**src/rtl/counter_seq_pkg.sv**
```systemverilog
// Shared types for the counter mode sequencer: counter mode codes, FSM states
// and the program table entry layout.
package counter_seq_pkg;

    localparam logic [1:0] MODE_UP     = 2'b00;
    localparam logic [1:0] MODE_DOWN   = 2'b01;
    localparam logic [1:0] MODE_UPDOWN = 2'b10;
    localparam logic [1:0] MODE_HOLD   = 2'b11;

    // Must match the HITS_W the sequencer is built with for the struct to line up with cfg_data.
    localparam int ENTRY_HITS_W = 4;

    typedef enum logic [1:0] {
        IDLE,
        RUN,
        ADV,
        FIN
    } seq_state_t;

    typedef struct packed {
        logic                    valid;
        logic [1:0]              mode;
        logic [ENTRY_HITS_W-1:0] hits;
    } seq_entry_t;

endpackage

```
**src/rtl/seq_prog_table.sv**
```systemverilog
// Program table: NUM_ENTRIES x (HITS_W+3) register file with one write port
// and one asynchronous read port, fully cleared by reset.
module seq_prog_table
    import counter_seq_pkg::*;
#(
    parameter  int NUM_ENTRIES = 4,
    parameter  int HITS_W      = 4,
    localparam int AW          = $clog2(NUM_ENTRIES),
    localparam int DW          = HITS_W + 3
) (
    input  logic          clk,
    input  logic          rst_n,
    input  logic          we,
    input  logic [AW-1:0] waddr,
    input  logic [DW-1:0] wdata,
    input  logic [AW-1:0] raddr,
    output logic [DW-1:0] rdata
);

    logic [DW-1:0] mem [NUM_ENTRIES];

    always_ff @(posedge clk) begin
        if (!rst_n) begin
            for (int i = 0; i < NUM_ENTRIES; i++) begin
                mem[i] <= '0;
            end
        end else if (we) begin
            mem[waddr] <= wdata;
        end
    end

    assign rdata = mem[raddr];

endmodule

```
**src/rtl/counter_mode_sequencer.sv**
```systemverilog
// Steps the multimode counter through a programmed list of {mode, hits} entries.
// Define SEQ_LOOP_EN to make the program wrap to entry 0 and run until aborted.
module counter_mode_sequencer
    import counter_seq_pkg::*;
#(
    parameter  int NUM_ENTRIES = 4,
    parameter  int HITS_W      = 4,
    localparam int AW          = $clog2(NUM_ENTRIES)
) (
    input  logic              clk,
    input  logic              rst_n,
    input  logic              cfg_we,
    input  logic [AW-1:0]     cfg_addr,
    input  logic [HITS_W+2:0] cfg_data,
    input  logic              start,
    input  logic              abort,
    input  logic              at_limit_in,
    output logic [1:0]        mode_out,
    output logic              cnt_hold,
    output logic              busy,
    output logic              done,
    output logic [AW-1:0]     step_idx
);

    localparam logic [HITS_W:0] ONE = 1;

    seq_state_t        state;
    logic [HITS_W-1:0] hit_cnt;
    logic [AW-1:0]     rd_addr;
    logic [HITS_W+2:0] rd_data;
    logic              rd_valid;
    logic [1:0]        rd_mode;
    logic [HITS_W-1:0] rd_hits;
    logic [HITS_W:0]   target;
    logic              hit_event;
    logic              target_hit;
    logic              last_entry;
`ifdef SEQ_LOOP_EN
    logic [1:0]        first_mode;
`endif

    seq_prog_table #(
        .NUM_ENTRIES(NUM_ENTRIES),
        .HITS_W     (HITS_W)
    ) u_table (
        .clk  (clk),
        .rst_n(rst_n),
        .we   (cfg_we && !busy),
        .waddr(cfg_addr),
        .wdata(cfg_data),
        .raddr(rd_addr),
        .rdata(rd_data)
    );

    assign rd_valid = rd_data[HITS_W+2];
    assign rd_mode  = rd_data[HITS_W+1:HITS_W];
    assign rd_hits  = rd_data[HITS_W-1:0];

    // The single read port looks at entry 0 when idle, the next entry during ADV,
    // and the current entry otherwise; the table is frozen while busy.
    always_comb begin
        rd_addr = step_idx;
        case (state)
            IDLE:    rd_addr = '0;
            ADV:     rd_addr = step_idx + AW'(1);
            default: rd_addr = step_idx;
        endcase

        if (rd_mode == MODE_HOLD) begin
            target = {1'b0, rd_hits} + ONE;
        end else if (rd_hits == '0) begin
            target = ONE;
        end else begin
            target = {1'b0, rd_hits};
        end

        hit_event  = (rd_mode == MODE_HOLD) || at_limit_in;
        target_hit = ({1'b0, hit_cnt} + ONE) >= target;
        last_entry = (step_idx == AW'(NUM_ENTRIES - 1)) || !rd_valid;
    end

    always_ff @(posedge clk) begin
        if (!rst_n) begin
            state    <= IDLE;
            step_idx <= '0;
            hit_cnt  <= '0;
            mode_out <= MODE_HOLD;
            cnt_hold <= 1'b1;
            busy     <= 1'b0;
            done     <= 1'b0;
`ifdef SEQ_LOOP_EN
            first_mode <= MODE_HOLD;
`endif
        end else begin
            done <= 1'b0;
            case (state)
                IDLE: begin
                    if (start && !abort) begin
                        step_idx <= '0;
                        hit_cnt  <= '0;
                        if (rd_valid) begin
                            state    <= RUN;
                            busy     <= 1'b1;
                            mode_out <= rd_mode;
                            cnt_hold <= (rd_mode == MODE_HOLD);
`ifdef SEQ_LOOP_EN
                            first_mode <= rd_mode;
`endif
                        end else begin
                            done <= 1'b1;
                        end
                    end
                end
                RUN: begin
                    if (abort) begin
                        state    <= FIN;
                        mode_out <= MODE_HOLD;
                        cnt_hold <= 1'b1;
                        busy     <= 1'b0;
                        done     <= 1'b1;
                    end else if (hit_event) begin
                        if (target_hit) begin
                            state    <= ADV;
                            mode_out <= MODE_HOLD;
                            cnt_hold <= 1'b1;
                            hit_cnt  <= '0;
                        end else if (hit_cnt != '1) begin
                            hit_cnt <= hit_cnt + HITS_W'(1);
                        end
                    end
                end
                ADV: begin
                    if (abort) begin
                        state    <= FIN;
                        busy     <= 1'b0;
                        done     <= 1'b1;
                    end else if (last_entry) begin
`ifdef SEQ_LOOP_EN
                        state    <= RUN;
                        step_idx <= '0;
                        mode_out <= first_mode;
                        cnt_hold <= (first_mode == MODE_HOLD);
`else
                        state    <= FIN;
                        busy     <= 1'b0;
                        done     <= 1'b1;
`endif
                    end else begin
                        state    <= RUN;
                        step_idx <= step_idx + AW'(1);
                        mode_out <= rd_mode;
                        cnt_hold <= (rd_mode == MODE_HOLD);
                    end
                end
                FIN: begin
                    state <= IDLE;
                end
                default: begin
                    state <= IDLE;
                end
            endcase
        end
    end

endmodule

```
**config.mk**
```make
export PLATFORM = sky130hd
export DESIGN_NAME = counter_mode_sequencer
export DESIGN_NICKNAME = d
export VERILOG_FILES = /design/src/rtl/counter_seq_pkg.sv /design/src/rtl/seq_prog_table.sv /design/src/rtl/counter_mode_sequencer.sv
export SDC_FILE = /design/constraint.sdc
export NUM_CORES = 1
export LEC_CHECK = 0
export BUFFER_PORTS_ARGS = -buffer_cell sky130_fd_sc_hd__clkbuf_2
export CAP_MARGIN = 20
export CORE_ASPECT_RATIO = 0.6
export CORE_MARGIN = 5
export CORE_UTILIZATION = 40
export DETAILED_ROUTE_END_ITERATION = 8
export GPL_TIMING_DRIVEN = 0
export PLACE_DENSITY = 0.69
export SLEW_MARGIN = 10
export SYNTH_ARGS = -nofsm -noshare
export SYNTH_HDL_FRONTEND = slang
export SYNTH_SLANG_ARGS = --single-unit
```
**constraint.sdc**
```tcl
create_clock -name clk -period 10.8 [get_ports clk]
set_input_delay 1.08 -clock clk [delete_from_list [all_inputs] [get_ports clk]]
set_output_delay 1.08 -clock clk [all_outputs]
set_load 0.02 [all_outputs]
```
==> results by stage, run 1 <==
Run status:
- The run finished with clean final reports.

Finish:
- From synthesis to final layout, the design area changed by 13.2%.
- The number of antenna diodes in the final layout is 0.
- The library cell used most frequently in the layout, excluding fill and tap cells, is and2_1.
- The finished layout holds 338 standard cells, fillers aside.
- The final layout contains 281 nets.
- Of the cells placed in the final design, the portion with a size suffix greater than 1 is 0.197.
- At the end of the flow the core is filled with cells to 0.463.
- Leaving out fill and tap cells, the most frequent cells in the layout are 30 x and2_1, 28 x edfxtp_1, 21 x clkbuf_2.

Timing:
- At the pin with the least slew margin, the transition time is 1020 ps.
- The total count of hold-check failures in the final report came to 0.
- Derived from the worst setup path, the maximum achievable clock frequency is 225 MHz.
- The max-slew violation count is 0.
- For the final database, setup skew stands at 4.41 ps.
- Hold timing on the final database bottoms out at a slack of 478 ps.
- Setup slack closes at 6370 ps.
- Setup repair after global routing left no endpoint under its margin.
- The portion of the clock cycle consumed by the worst path in the final layout is 0.411.
- The routed design could run at a clock period as short as 4430 ps.
- The worst slew margin relative to its limit is 0.318.
- The number of setup violations in the final report is 0.
- The setup TNS after final layout is 0 ps.

Global routing:
- The overall fraction of global-route tracks in use is 0.144.
- Entering global routing, the biggest net connects 13 pins.
- The number of global-route vias before repair is 1,784.
- The number of antenna violations at the first check in global routing is 0.
- The first global-routing pass estimated 9160 um of wire.
- For this run the aggregate overflow at the end of global routing stands at 0.

Synth:
- In the synthesized netlist, the number of instances is 223.
- The async set or reset register ratio after synthesis is 0.
- The number of library cell types mapped by synthesis is 52.
- The portion of synthesized cell area occupied by the leading cell type is 0.340.
- The library cell with the largest summed area after synthesis is edfxtp_1.
- For this run, the leading register cell type out of synthesis is edfxtp_1.
- In the post-synthesis netlist, the biggest area contributors are edfxtp_1 34%, dfxtp_1 11%, and2_1 7.6%.
- Of the synthesized area, sequential elements account for 0.445.
- For this run, the number of Yosys warnings is 0.
- Synthesis produced a netlist with a net count of 251.
- Synthesis inferred 41 register bits.
- The number of enable-type register cells in the synthesized netlist is 28.
- The mapped netlist covers 2470 sq um.
- The mean instance size in the synthesized netlist is 11.1 sq um.

Floorplanning:
- For this design the top-level I/O count stands at 22.
- The initial utilization of the core area, before any placement, comes to 0.409.
- The horizontal die dimension is 112 um.
- The number of standard-cell rows in the floorplan is 22.
- The area of the die is 7910 sq um.
- The die height is 70.9 um.
- The core region is 6060 sq um.

Critical path:
- The most critical setup path has its startpoint at state[1].
- STA classifies the critical path startpoint as a flip-flop.
- In this run the worst path has a maximum fanout of 10.
- The critical path arrival is 4650 ps.
- For the worst setup path, the data required time is 11,020 ps.
- The length in cells of the worst reg-to-reg path is 18.
- The register-to-register setup slack is 6370 ps.
- In this run the critical register-to-register path is captured at hit_cnt[1].
- The kind of end point of the critical path is a flip-flop.
- The most critical setup path has its endpoint at hit_cnt[1].
- In this run the critical register-to-register path is launched from state[1].
- The setup path with the least slack is of type flip-flop to flip-flop.

CTS:
- The root buffer selected by CTS is clkbuf_8.
- The post-cts sizing count is 0.
- The CTS tree is yes.
- The clock-pin slew reported for the worst setup and hold paths after clock tree synthesis is 80 ps.
- The post-CTS repair timing setup buffer count is 0.
- Clock latency on the worst-skew pair, taken at its later pin, is 290 ps.
- The number of buffers added by the clock tree synthesis step is 5.
- Counting every sink on the clock net gives 41.
- Buffers inserted to repair hold after CTS numbered 0.
- In this run the number of H-tree levels came out at 2.
- The number of buffers on the longest clock path is 2.

Routing:
- The remaining routing DRC violations is 0.
- For this block, wires on met1 add up to 2980 um.
- The total via count after detailed routing is 1,815.
- The residual antenna-violating net count after detailed routing is 0.
- The routed design has 5400 um of wire.
- The pre-antenna-repair detailed-routing pass consisted of 4 iterations.
- Dividing the detail-routed via count by the number of cells gives 5.37.
- The number of design-rule violations left by the first detailed-router iteration is 129.
- In the detailed route, the total length drawn on met2 is 2140 um.
- After detailed routing, the average wire length per cell comes to 16.0 um.
- The detailed router used layers up to and including met4.
- After detailed routing, the met3 layer carries 257 um of wire.

Placed design:
- The count of input and output buffers is 21.
- The cell count after placement is 330.
- Routability-driven placement finished with a final weighted congestion of 0.835.
- The setup slack after placement is 6490 ps.
- Summed over all nets, the half-perimeter wirelength after detailed placement is 4140 um.

Power and ir drop:
- VDD sags by at most 0.0702 mV.
- In this run the power density over the cells is 163 nW/um^2.
- In this run the static leakage power is 1.07 nW.

Job:
- The max-capacitance violation count is 0.

Min path:
- In this run the worst hold path is classified as flip-flop to flip-flop.
- The worst hold path passes through 2 cells.
-- worst max-delay path: stages, from the launching register on --
cell,delay [ps]
dfxtp_1,370
inv_1,110
ha_1,200
buf_6,140
or3b_4,420
nand2_4,150
mux4_2,550
inv_1,110
ha_1,150
nor3b_1,250
nor3_1,70
a21oi_1,130
ha_1,240
nand2b_1,140
a211oi_1,310
o21bai_1,150
a2111oi_0,570
o21ai_0,150
a21oi_1,140
-- sequential cells by signal, summed over array words and instances, names as in the netlist --
name	cells
busy	1
u_table.mem	28
cnt_hold	1
step_idx	2
done	1
state	2
mode_out	2
hit_cnt	4
-- power by group --
part	total (mW)	internal [mW]	switching [mW]
combinational	0.142	0.0571	0.0846
sequential	0.195	0.186	0.00939
clock	0.121	0.0683	0.0530
total	0.458	0.311	0.147
-- area by class of cell --
| type | instances | area [sq um] |
|---|---|---|
| clock inverters | 2 | 33.8 |
| well taps | 84 | 105 |
| inverters | 11 | 41.3 |
| repair buffers | 23 | 115 |
| flip-flops and latches | 41 | 1100 |
| plain buffers | 5 | 35.0 |
| fillers | 574 | 3250 |
| clock buffers | 6 | 72.6 |
| multi-input cells | 166 | 1300 |
-- logic make-up after synthesis --
group / count (synthesis) / share of synthesized area
simple gates: 92 / 0.211
compound gates: 47 / 0.163
flops: 41 / 0.445
buf+inv: 16 / 0.0308
fa+ha+maj: 13 / 0.0657
mux: 10 / 0.0708
xor+xnor: 4 / 0.0142
-- how the worst min path moves through the flow --
stage / end / slack, ps / start
after detailed placement: busy / 460 / busy
after floorplan: hit_cnt[3] / 470 / hit_cnt[3]
final: busy / 480 / busy
after global routing: busy / 520 / busy
after global placement: busy / 460 / busy
after CTS: busy / 480 / busy
-- synthesized netlist by cell type, types with 2 or more instances --
cell type / instances
a2111o_1: 2
mux4_2: 6
nor3_1: 6
xor2_1: 3
nand4_1: 3
a211oi_1: 3
buf_6: 2
o31a_1: 2
nand2b_1: 8
a21oi_1: 12
dfxtp_1: 13
nand2_1: 14
nor2_1: 12
clkbuf_1: 2
inv_1: 11
and2_1: 30
a221oi_1: 2
o21ai_0: 9
nor3b_1: 3
or2_2: 2
mux2i_1: 4
edfxtp_1: 28
ha_1: 13
nand3_1: 5
-- stage by stage --
step	area (sq um)	power, mW
3_3_place_gp	2690	0.335
3_5_place_dp	2700	0.339
5_1_grt	2800	0.484
4_1_cts	2800	0.461
6_report	2800	0.458
2_1_floorplan	2470	0.301
-- routing by layer --
layer,vias up,GRT usage
met3,6,0.0342
met4,0,0.0243
li1,888,-
met1,873,0.232
met5,-,0
met2,48,0.194
No activity file was read; power rests on OpenSTA's default activity.
==> run 2, diff against run 1 <==
--- a/config.mk
+++ b/config.mk
@@ -5,6 +5,7 @@
 export SDC_FILE = /design/constraint.sdc
 export NUM_CORES = 1
 export LEC_CHECK = 0
+export ABC_AREA = 1
 export BUFFER_PORTS_ARGS = -buffer_cell sky130_fd_sc_hd__clkbuf_2
 export CAP_MARGIN = 20
 export CORE_ASPECT_RATIO = 0.6
@@ -12,7 +13,7 @@
 export CORE_UTILIZATION = 40
 export DETAILED_ROUTE_END_ITERATION = 8
 export GPL_TIMING_DRIVEN = 0
-export PLACE_DENSITY = 0.69
+export PLACE_DENSITY = 0.71
 export SLEW_MARGIN = 10
 export SYNTH_ARGS = -nofsm -noshare
 export SYNTH_HDL_FRONTEND = slang
==> constraint.sdc (replaced) <==
create_clock -name clk -period 3.9 [get_ports clk]
set_input_delay 0.39 -clock clk [delete_from_list [all_inputs] [get_ports clk]]
set_output_delay 0.39 -clock clk [all_outputs]
set_load 0.02 [all_outputs]
==> results by stage, run 2 <==
Run status:
- The flow ran to the end, and the final reports show no timing, DRC or antenna violations.

Synth:
- In the post-synthesis netlist, the biggest area contributors are edfxtp_1 34%, dfxtp_1 11%, nand2_1 8.2%.
- The number of library cell types mapped by synthesis is 28 (-46%).
- The register bit count reported by yosys is 41 (unchanged).
- The fraction of the mapped netlist area in simple logic gates was 0.327 (+0.116).
- The register area share after synthesis came to 0.447 (+0.00181).
- The XOR/XNOR share of the synthesized area is 0.0107 (-0.00350).
- The most used flip-flop cell after synthesis is edfxtp_1.
- The compound-gate portion of the synthesized area is 0.0635 (-0.0993).
- The async set or reset register ratio after synthesis was 0 (unchanged).
- The portion of synthesized cell area occupied by the leading cell type is 0.341 (+0.00138).
- The share of cell area taken by muxes after synthesis is 0 (-0.0708).
- The mean instance size in the synthesized netlist is 8.06 sq um (-27%).
- The total number of yosys warnings was 0 (unchanged).
- The main combinational cell family by area after synthesis is simple AND/OR/NAND/NOR gates.
- After synthesis, the most frequently instantiated cells are 54 x nand2_1, 51 x nor2_1, 47 x inv_1, 32 x nand3_1, 28 x edfxtp_1.
- The number of enable-type register cells in the synthesized netlist is 28 (unchanged).
- The area of the mapped netlist was 2460 sq um (-0.40%).
- The number of standard cells after synthesis came to 306 (+37%).
- The net count after synthesis was 334 (+33%).
- The area share of fa/ha/maj cells after synthesis is 0.0660 (+0.000267).
- The cell with the most instances after synthesis is nand2_1.
- The library cell with the largest summed area after synthesis is edfxtp_1.

Finish:
- The area occupied by multi-input gates came to 1200 sq um (-7.6%).
- Compared with the post-synthesis result, the final layout area differs by 14.7%.
- The largest register by flop count is u_table.mem.
- The number of inserted diodes came to 0 (unchanged).
- The number of flip-flops under the largest register name is 28 (unchanged).
- The number of fill cells in the layout is 622 (+8.4%).
- The cell area after layout came to 2830 sq um (+0.89%).
- In the layout the commonest cells are 54 x nand2_1, 49 x nor2_1, 47 x inv_1.
- Leaving out fill and tap cells, the most frequent cell in the layout is nand2_1.
- The final-stage net count is 364 (+30%).
- In the final layout, the registers with the most flip-flops are u_table.mem (28), hit_cnt (4).
- The fraction of final layout cells sized beyond drive strength 1 is 0.196 (-0.00100).
- The area of all sequential standard cells is 1100 sq um (+0.23%).

CTS:
- The number of sinks on the clock net came to 41 (unchanged).
- The quantity of hold-fixing buffers added after cts is 0 (unchanged).
- The latest clock arrival within the worst-skew pair is 300 ps (about the same).
- The post-CTS repair timing setup buffer count came to 0 (unchanged).
- The number of buffers added by the clock tree synthesis step is 5 (unchanged).
- In this run the clock root is driven by a clkbuf_8.
- The number of buffers on the longest clock path came to 2 (unchanged).
- The post-cts sizing count is 0 (unchanged).
- The clock-pin slew reported for the worst setup and hold paths after clock tree synthesis is 90 ps (about the same).
- The number of levels the H-tree was split into is 2 (unchanged).
- TritonCTS built the clock tree.

Routing:
- The total via count after detailed routing was 2,050 (+13%).
- The wire length per cell after detailed routing was 13.1 um (-18%).
- The via density per instance came to 4.87 (-9.3%).
- The number of design-rule violations left by the first detailed-router iteration was 102 (-21%).
- The routed wire length is 5500 um (+1.8%).
- The total iterations of the first detailed-routing run is 4 (unchanged).
- The remaining routing DRC violations came to 0 (unchanged).
- The residual antenna-violating net count after detailed routing was 0 (unchanged).

Placed design:
- The count of input and output buffers is 21 (unchanged).
- The detailed placer's ending HPWL was 4330 um (+4.5%).
- The placement-stage cell area is 2680 sq um (-0.56%).
- The final weighted congestion in routability-driven placement is 0.826 (-1.0%).

Floorplanning:
- The number of I/O pins is 22 (unchanged).
- The area of the die is 7880 sq um (-0.36%).
- The initial core utilization is 0.407 (-0.00165).
- The die height came to 70.8 um (-0.18%).
- The area inside the core boundary is 6060 sq um (unchanged).
- The number of standard-cell rows in the floorplan is 22 (unchanged).
- The horizontal die dimension was 111 um (-0.18%).

Timing:
- The actual transition at the worst max-transition pin came to 494 ps (-527 ps).
- The number of setup violations in the final report came to 0 (unchanged).
- The clock period minus final worst setup slack was 3590 ps (-842 ps).
- The worst slew margin relative to its limit was 0.668 (+0.350).
- The worst hold-check slack is 388 ps (-89.9 ps).
- The portion of the clock cycle consumed by the worst path in the final layout was 0.921 (+0.511).
- The highest clock frequency the design can meet is 278 MHz (+23%).
- The max-slew violation count was 0 (unchanged).
- The final setup skew came to 7.74 ps (+3.33 ps).
- The total count of hold-check failures in the final report came to 0 (unchanged).

Critical path:
- The worst setup path startpoint is state[0].
- The endpoint required time on the critical path is 4100 ps (-6920 ps).
- The highest net fanout along the worst path came to 10 (unchanged).
- Traced cell by cell, the critical path runs through inv_1, ha_4, nor2_2, nand2_2, nand2_4, buf_8, or2_4, a32oi_4, inv_2, ha_1, inv_1, nor2_2, xor2_1, ha_1, a21oi_1, nor2_1, nor2_1, nand3_2, nor2_4, nand2_1, nand3_4, nand2_1, nand2_1, nor2_1.
- The worst setup path is of the flip-flop to flip-flop kind.
- The length in cells of the worst reg-to-reg path was 24 (+6).
- The launch point of the worst reg-to-reg path is state[0].
- The largest stage delay on the critical path is 350 ps (-220 ps).
- The kind of end point of the critical path is a flip-flop.
- The critical path arrival is 3790 ps (-860 ps).
- STA classifies the critical path startpoint as a flip-flop.
- The slowest stage of the critical path is the dfxtp_2 cell.

Global routing:
- The number of antenna violations at the first check in global routing is 0 (unchanged).
- The overall fraction of global-route tracks in use was 0.149 (+0.00476).
- The total congestion overflow is 0 (unchanged).
- The largest net degree at the start of global routing came to 15 (+2).
- The first-pass GRT wire length is 9480 um (+3.5%).
- The number of global-route vias before repair came to 2,004 (+12%).

Job:
- The max-capacitance violation count is 0 (unchanged).

Power and ir drop:
- The leakage power is 1.32 nW (+23%).
- The power per cell area is 375 nW/um^2 (+130%).
- The worst IR drop on VDD is 0.159 mV (+130%).

Min path:
- In this run the worst hold path is classified as input pin to flip-flop.
- The critical hold path startpoint is rst_n.
- The worst hold path depth is 3 (+1).
run 2: cell count changes after synthesis, moves of 4 or more:
cell | previous run | this run
nand2_2 | 0 | 8
nand2_1 | 14 | 54
mux4_2 | 6 | 0
inv_1 | 11 | 47
nand3_1 | 5 | 32
nand3_2 | 0 | 6
and2_1 | 30 | 0
mux2i_1 | 4 | 0
nor2_1 | 12 | 51
nand2b_1 | 8 | 0
run 2: layer usage:
metal / vias to the layer above / GRT usage / wire (um)
li1: 1046 / - / -
met1: 941 / 0.227 / 2850
met2: 53 / 0.210 / 2270
met3: 10 / 0.0325 / 327
met4: 0 / 0.0405 / 60
met5: - / 0 / 0
run 2: critical path, delay by kind of cell (launching register included):
kind / cells / cell delay, ps
simple gates: 14 / 1440
fa+ha+maj: 3 / 690
buf+inv: 4 / 470
xor+xnor: 1 / 140
compound gates: 2 / 400
flops: 1 / 350
run 2: final timing paths:
| kind | to | slack [ps] |
|---|---|---|
| worst max register to register | hit_cnt[3] | 310 |
| worst min register to register | cnt_hold | 470 |
| worst min-delay path | hit_cnt[2] | 390 |
| worst max-delay path | hit_cnt[3] | 310 |
run 2: area by class of cell:
cell class              count  share of cell area
flip-flops and latches     41               0.390
clock buffers               5              0.0243
repair buffers             23              0.0407
multi-input cells         212               0.424
clock inverters             3             0.00797
inverters                  50              0.0673
plain buffers               3             0.00797
well taps                  84              0.0372
run 2: per-stage QoR:
| stage | power [mW] | util | setup WS, ps | setup TNS, ps | instances |
|---|---|---|---|---|---|
| floorplan | 0.702 | - | 599 | 0 | 306 |
| global placement | 0.757 | 0.442 | 235 | 0 | 411 |
| detailed placement | 0.766 | 0.443 | 158 | 0 | 412 |
| CTS | 1.05 | 0.458 | 124 | 0 | 420 |
| global route | 1.13 | 0.467 | -33.3 | -33.3 | 421 |
| finish | 1.06 | 0.467 | 307 | 0 | 421 |
run 2: cells by family (layout without fill, tap and decap cells):
logic type	Yosys count	in the layout
adders and majority gates	13	13
and+or+nand+nor	171	171
DFF	41	41
AOI/OAI and AO/OA	25	25
buffers and inverters	53	84
xor gates and xnor gates	3	3
run 2: report_power, final:
| part | leakage, nW | switching (mW) | internal, mW |
|---|---|---|---|
| registers | 0.399 | 0.0163 | 0.497 |
| logic | 0.882 | 0.170 | 0.0881 |
| clock network | 0.0364 | 0.163 | 0.126 |
| total | 1.32 | 0.350 | 0.710 |
==> run 3, diff against run 2 <==
--- a/config.mk
+++ b/config.mk
@@ -13,7 +13,7 @@
 export CORE_UTILIZATION = 40
 export DETAILED_ROUTE_END_ITERATION = 8
 export GPL_TIMING_DRIVEN = 0
-export PLACE_DENSITY = 0.71
+export PLACE_DENSITY = 0.69
 export SLEW_MARGIN = 10
 export SYNTH_ARGS = -nofsm -noshare
 export SYNTH_HDL_FRONTEND = slang
==> constraint.sdc (replaced) <==
create_clock -name clk -period 4.1 [get_ports clk]
set_input_delay 0.41 -clock clk [delete_from_list [all_inputs] [get_ports clk]]
set_output_delay 0.41 -clock clk [all_outputs]
set_load 0.02 [all_outputs]
==> results by stage, run 3 (synthesis gave the netlist of run 2 again) <==
Floorplanning:
- The initial core utilization came to 0.407 (unchanged).
- The number of standard-cell rows in the floorplan is 22 (unchanged).
- The area inside the core boundary is 6060 sq um (unchanged).
- The horizontal die dimension was 111 um (unchanged).
- The die height is 70.8 um (unchanged).
- The area of the die is 7880 sq um (unchanged).
- The number of I/O pins is 22 (unchanged).

Min path:
- The end point of the worst hold path is hit_cnt[2].
- The worst hold path depth is 3 (unchanged).
- The critical hold path startpoint is rst_n.
- In this run the worst hold path is classified as input pin to flip-flop.

Global routing:
- The largest net degree at the start of global routing is 15 (unchanged).
- The overall fraction of global-route tracks in use was 0.144 (-0.00448).
- The number of antenna violations at the first check in global routing is 0 (unchanged).
- The total congestion overflow is 0 (unchanged).
- The first-pass GRT wire length was 9290 um (-2.0%).
- The number of global-route vias before repair was 2,041 (+1.8%).

Critical path:
- The endpoint required time on the critical path is 4300 ps (+200 ps).
- The register-to-register setup slack is 370 ps (+70 ps).
- The critical path arrival came to 3930 ps (+140 ps).
- The launch point of the worst reg-to-reg path is state[0].
- The worst setup path is captured at a flip-flop.
- The length in cells of the worst reg-to-reg path was 24 (unchanged).
- The reg-to-reg critical path endpoint is hit_cnt[1].
- The kind of launch point of the worst setup path is a flip-flop.
- The highest net fanout along the worst path is 10 (unchanged).
- The worst setup path startpoint is state[0].
- The classification of the worst setup path is flip-flop to flip-flop.

Finish:
- The library cell used most frequently in the layout, excluding fill and tap cells, is nand2_1.
- In the final layout, the registers with the most flip-flops are u_table.mem (28), hit_cnt (4).
- The area of all sequential standard cells is 1100 sq um (unchanged).
- The number of inserted diodes is 0 (unchanged).
- The number of flip-flops under the largest register name is 28 (unchanged).
- The largest register by flop count is u_table.mem.
- The number of fill cells in the layout was 622 (unchanged).
- The relative area change from synthesis to final layout is 14.0%.
- The library cells used most frequently in the layout, excluding fill and tap cells, are 54 x nand2_1, 50 x nor2_1, 47 x inv_1.
- The final-stage net count is 364 (unchanged).
- The area occupied by multi-input gates came to 1160 sq um (-3.3%).
- The fraction of final layout cells sized beyond drive strength 1 is 0.184 (-0.0119).

Power and ir drop:
- The switching share of total power came to 0.309 (-0.0210).
- The internal power of the cells is 735 uW (+3.4%).
- The net switching component of the power was 328 uW (-6.1%).
- The power per cell area came to 378 nW/um^2 (+0.87%).
- The portion of total power attributed to the clock network is 0.317 (+0.045).
- The proportion of power drawn by flip-flops and latches is 0.458 (-0.026).
- The logic gate share of total power is 0.225 (-0.019).
- The leakage power came to 1.33 nW (+0.73%).
- The worst IR drop on VDD is 0.167 mV (+4.9%).

CTS:
- The latest clock arrival within the worst-skew pair was 300 ps (about the same).
- The root buffer selected by CTS is clkbuf_8.
- The clock-pin slew reported for the worst setup and hold paths after clock tree synthesis came to 80 ps (about the same).
- The number of levels the H-tree was split into is 2 (unchanged).
- The number of buffers on the longest clock path is 2 (unchanged).
- The post-CTS repair timing setup buffer count is 0 (unchanged).
- The number of buffers added by the clock tree synthesis step is 5 (unchanged).
- TritonCTS built the clock tree.
- The number of sinks on the clock net is 41 (unchanged).
- The quantity of hold-fixing buffers added after cts was 0 (unchanged).

Routing:
- The total via count after detailed routing is 2,054 (+0.20%).
- The residual antenna-violating net count after detailed routing was 0 (unchanged).
- The remaining routing DRC violations is 0 (unchanged).
- The number of design-rule violations left by the first detailed-router iteration is 148 (+45%).
- The wire length per cell after detailed routing was 12.9 um (-1.6%).
- The total iterations of the first detailed-routing run is 5 (+1).
- The routed wire length is 5420 um (-1.6%).
- The via density per instance is 4.88 (+0.20%).

Timing:
- The clock period minus final worst setup slack is 3730 ps (+133 ps).
- The worst hold-check slack is 413 ps (+24.7 ps).
- The worst slew margin relative to its limit came to 0.651 (-0.0171).
- The portion of the clock cycle consumed by the worst path in the final layout is 0.909 (-0.0125).
- The total count of hold-check failures in the final report was 0 (unchanged).
- The highest clock frequency the design can meet came to 268 MHz (-3.6%).
- The setup TNS after final layout is 0 ps (unchanged).
- The number of setup violations in the final report is 0 (unchanged).
- Setup repair after global routing left no endpoint under its margin.
- The max-slew violation count is 0 (unchanged).
- The final setup skew was 8.59 ps (+0.853 ps).
- The actual transition at the worst max-transition pin is 524 ps (+29.8 ps).

Placed design:
- The final weighted congestion in routability-driven placement came to 0.854 (+3.4%).
- The detailed placer's ending HPWL came to 4230 um (-2.4%).
- The count of input and output buffers was 21 (unchanged).

Run status:
- The run finished with clean final reports.

Job:
- The max-capacitance violation count is 0 (unchanged).
## run 3: changes by cell type in the layout (fill, tap and decap cells not counted)
cell | before | now
clkinvlp_4 | 3 | 1
ha_4 | 2 | 0
bufinv_16 | 0 | 1
ha_1 | 11 | 13
nand3_1 | 31 | 32
nor2_1 | 49 | 50
clkinv_4 | 0 | 1
nor2_2 | 3 | 2
nand3_4 | 1 | 0
## run 3: per-layer routing
| metal | track usage | routed length, um |
|---|---|---|
| met4 | 0.0432 | 62 |
| met3 | 0.0308 | 248 |
| met5 | 0 | 0 |
| met2 | 0.216 | 2210 |
| met1 | 0.210 | 2900 |
## run 3: cell type report
cell class	count	area share
inverter	50	0.0677
clock buffer	5	0.0245
timing repair buffer	23	0.0410
clock inverter	3	0.0165
tap	84	0.0374
multi-input combinational	212	0.412
sequential	41	0.393
buffer	3	0.00801
## run 3: timing repair
item | CTS | global route
endpoints found under the hold margin | 0 | 0
gates resized for setup | 0 | 4
setup endpoints to repair | 0 | 4
## run 3: metrics by stage
| stage | power, mW | cell area, sq um | util | cells | setup slack (ps) |
|---|---|---|---|---|---|
| floorplan | 0.668 | 2460 | - | 306 | 799 |
| global placement | 0.720 | 2680 | 0.442 | 411 | 396 |
| detailed placement | 0.729 | 2680 | 0.443 | 412 | 263 |
| CTS | 1.06 | 2800 | 0.462 | 420 | 248 |
| global route | 1.12 | 2810 | 0.464 | 421 | 5.14 |
| finish | 1.06 | 2810 | 0.464 | 421 | 374 |
## run 3: worst max-delay path by stage
stage | cells after the start | end | slack, ps
6_report | 24 | hit_cnt[1] | 370
5_1_grt | 25 | hit_cnt[3] | 5
4_1_cts | 23 | hit_cnt[1] | 250
3_5_place_dp | 23 | hit_cnt[1] | 260
3_3_place_gp | 24 | hit_cnt[3] | 400
2_1_floorplan | 23 | hit_cnt[3] | 800
## run 3: critical path, stage by stage, from the launching register on
cell     delay [ps]
dfxtp_2         350
inv_1           110
ha_1            320
nor2_2           70
nand2_2         150
nand2_4          80
buf_8           150
or2_4           230
a32oi_4         250
inv_2            70
ha_1            180
inv_1            50
nor2_1           60
xor2_1          150
ha_1            300
a21oi_1         150
nor2_1           50
nor2_1           90
nand3_1         200
nor2_4          180
nand2_1         110
nand3_2         150
nand2_1          70
nand2_1          60
nor2_1           40
## run 3: power by group through the flow
stage	clock, mW	sequential, mW	combinational (mW)
2_1_floorplan	0	0.502	0.166
3_3_place_gp	0	0.496	0.224
3_5_place_dp	0	0.497	0.232
4_1_cts	0.340	0.487	0.234
5_1_grt	0.356	0.492	0.274
6_report	0.337	0.487	0.239
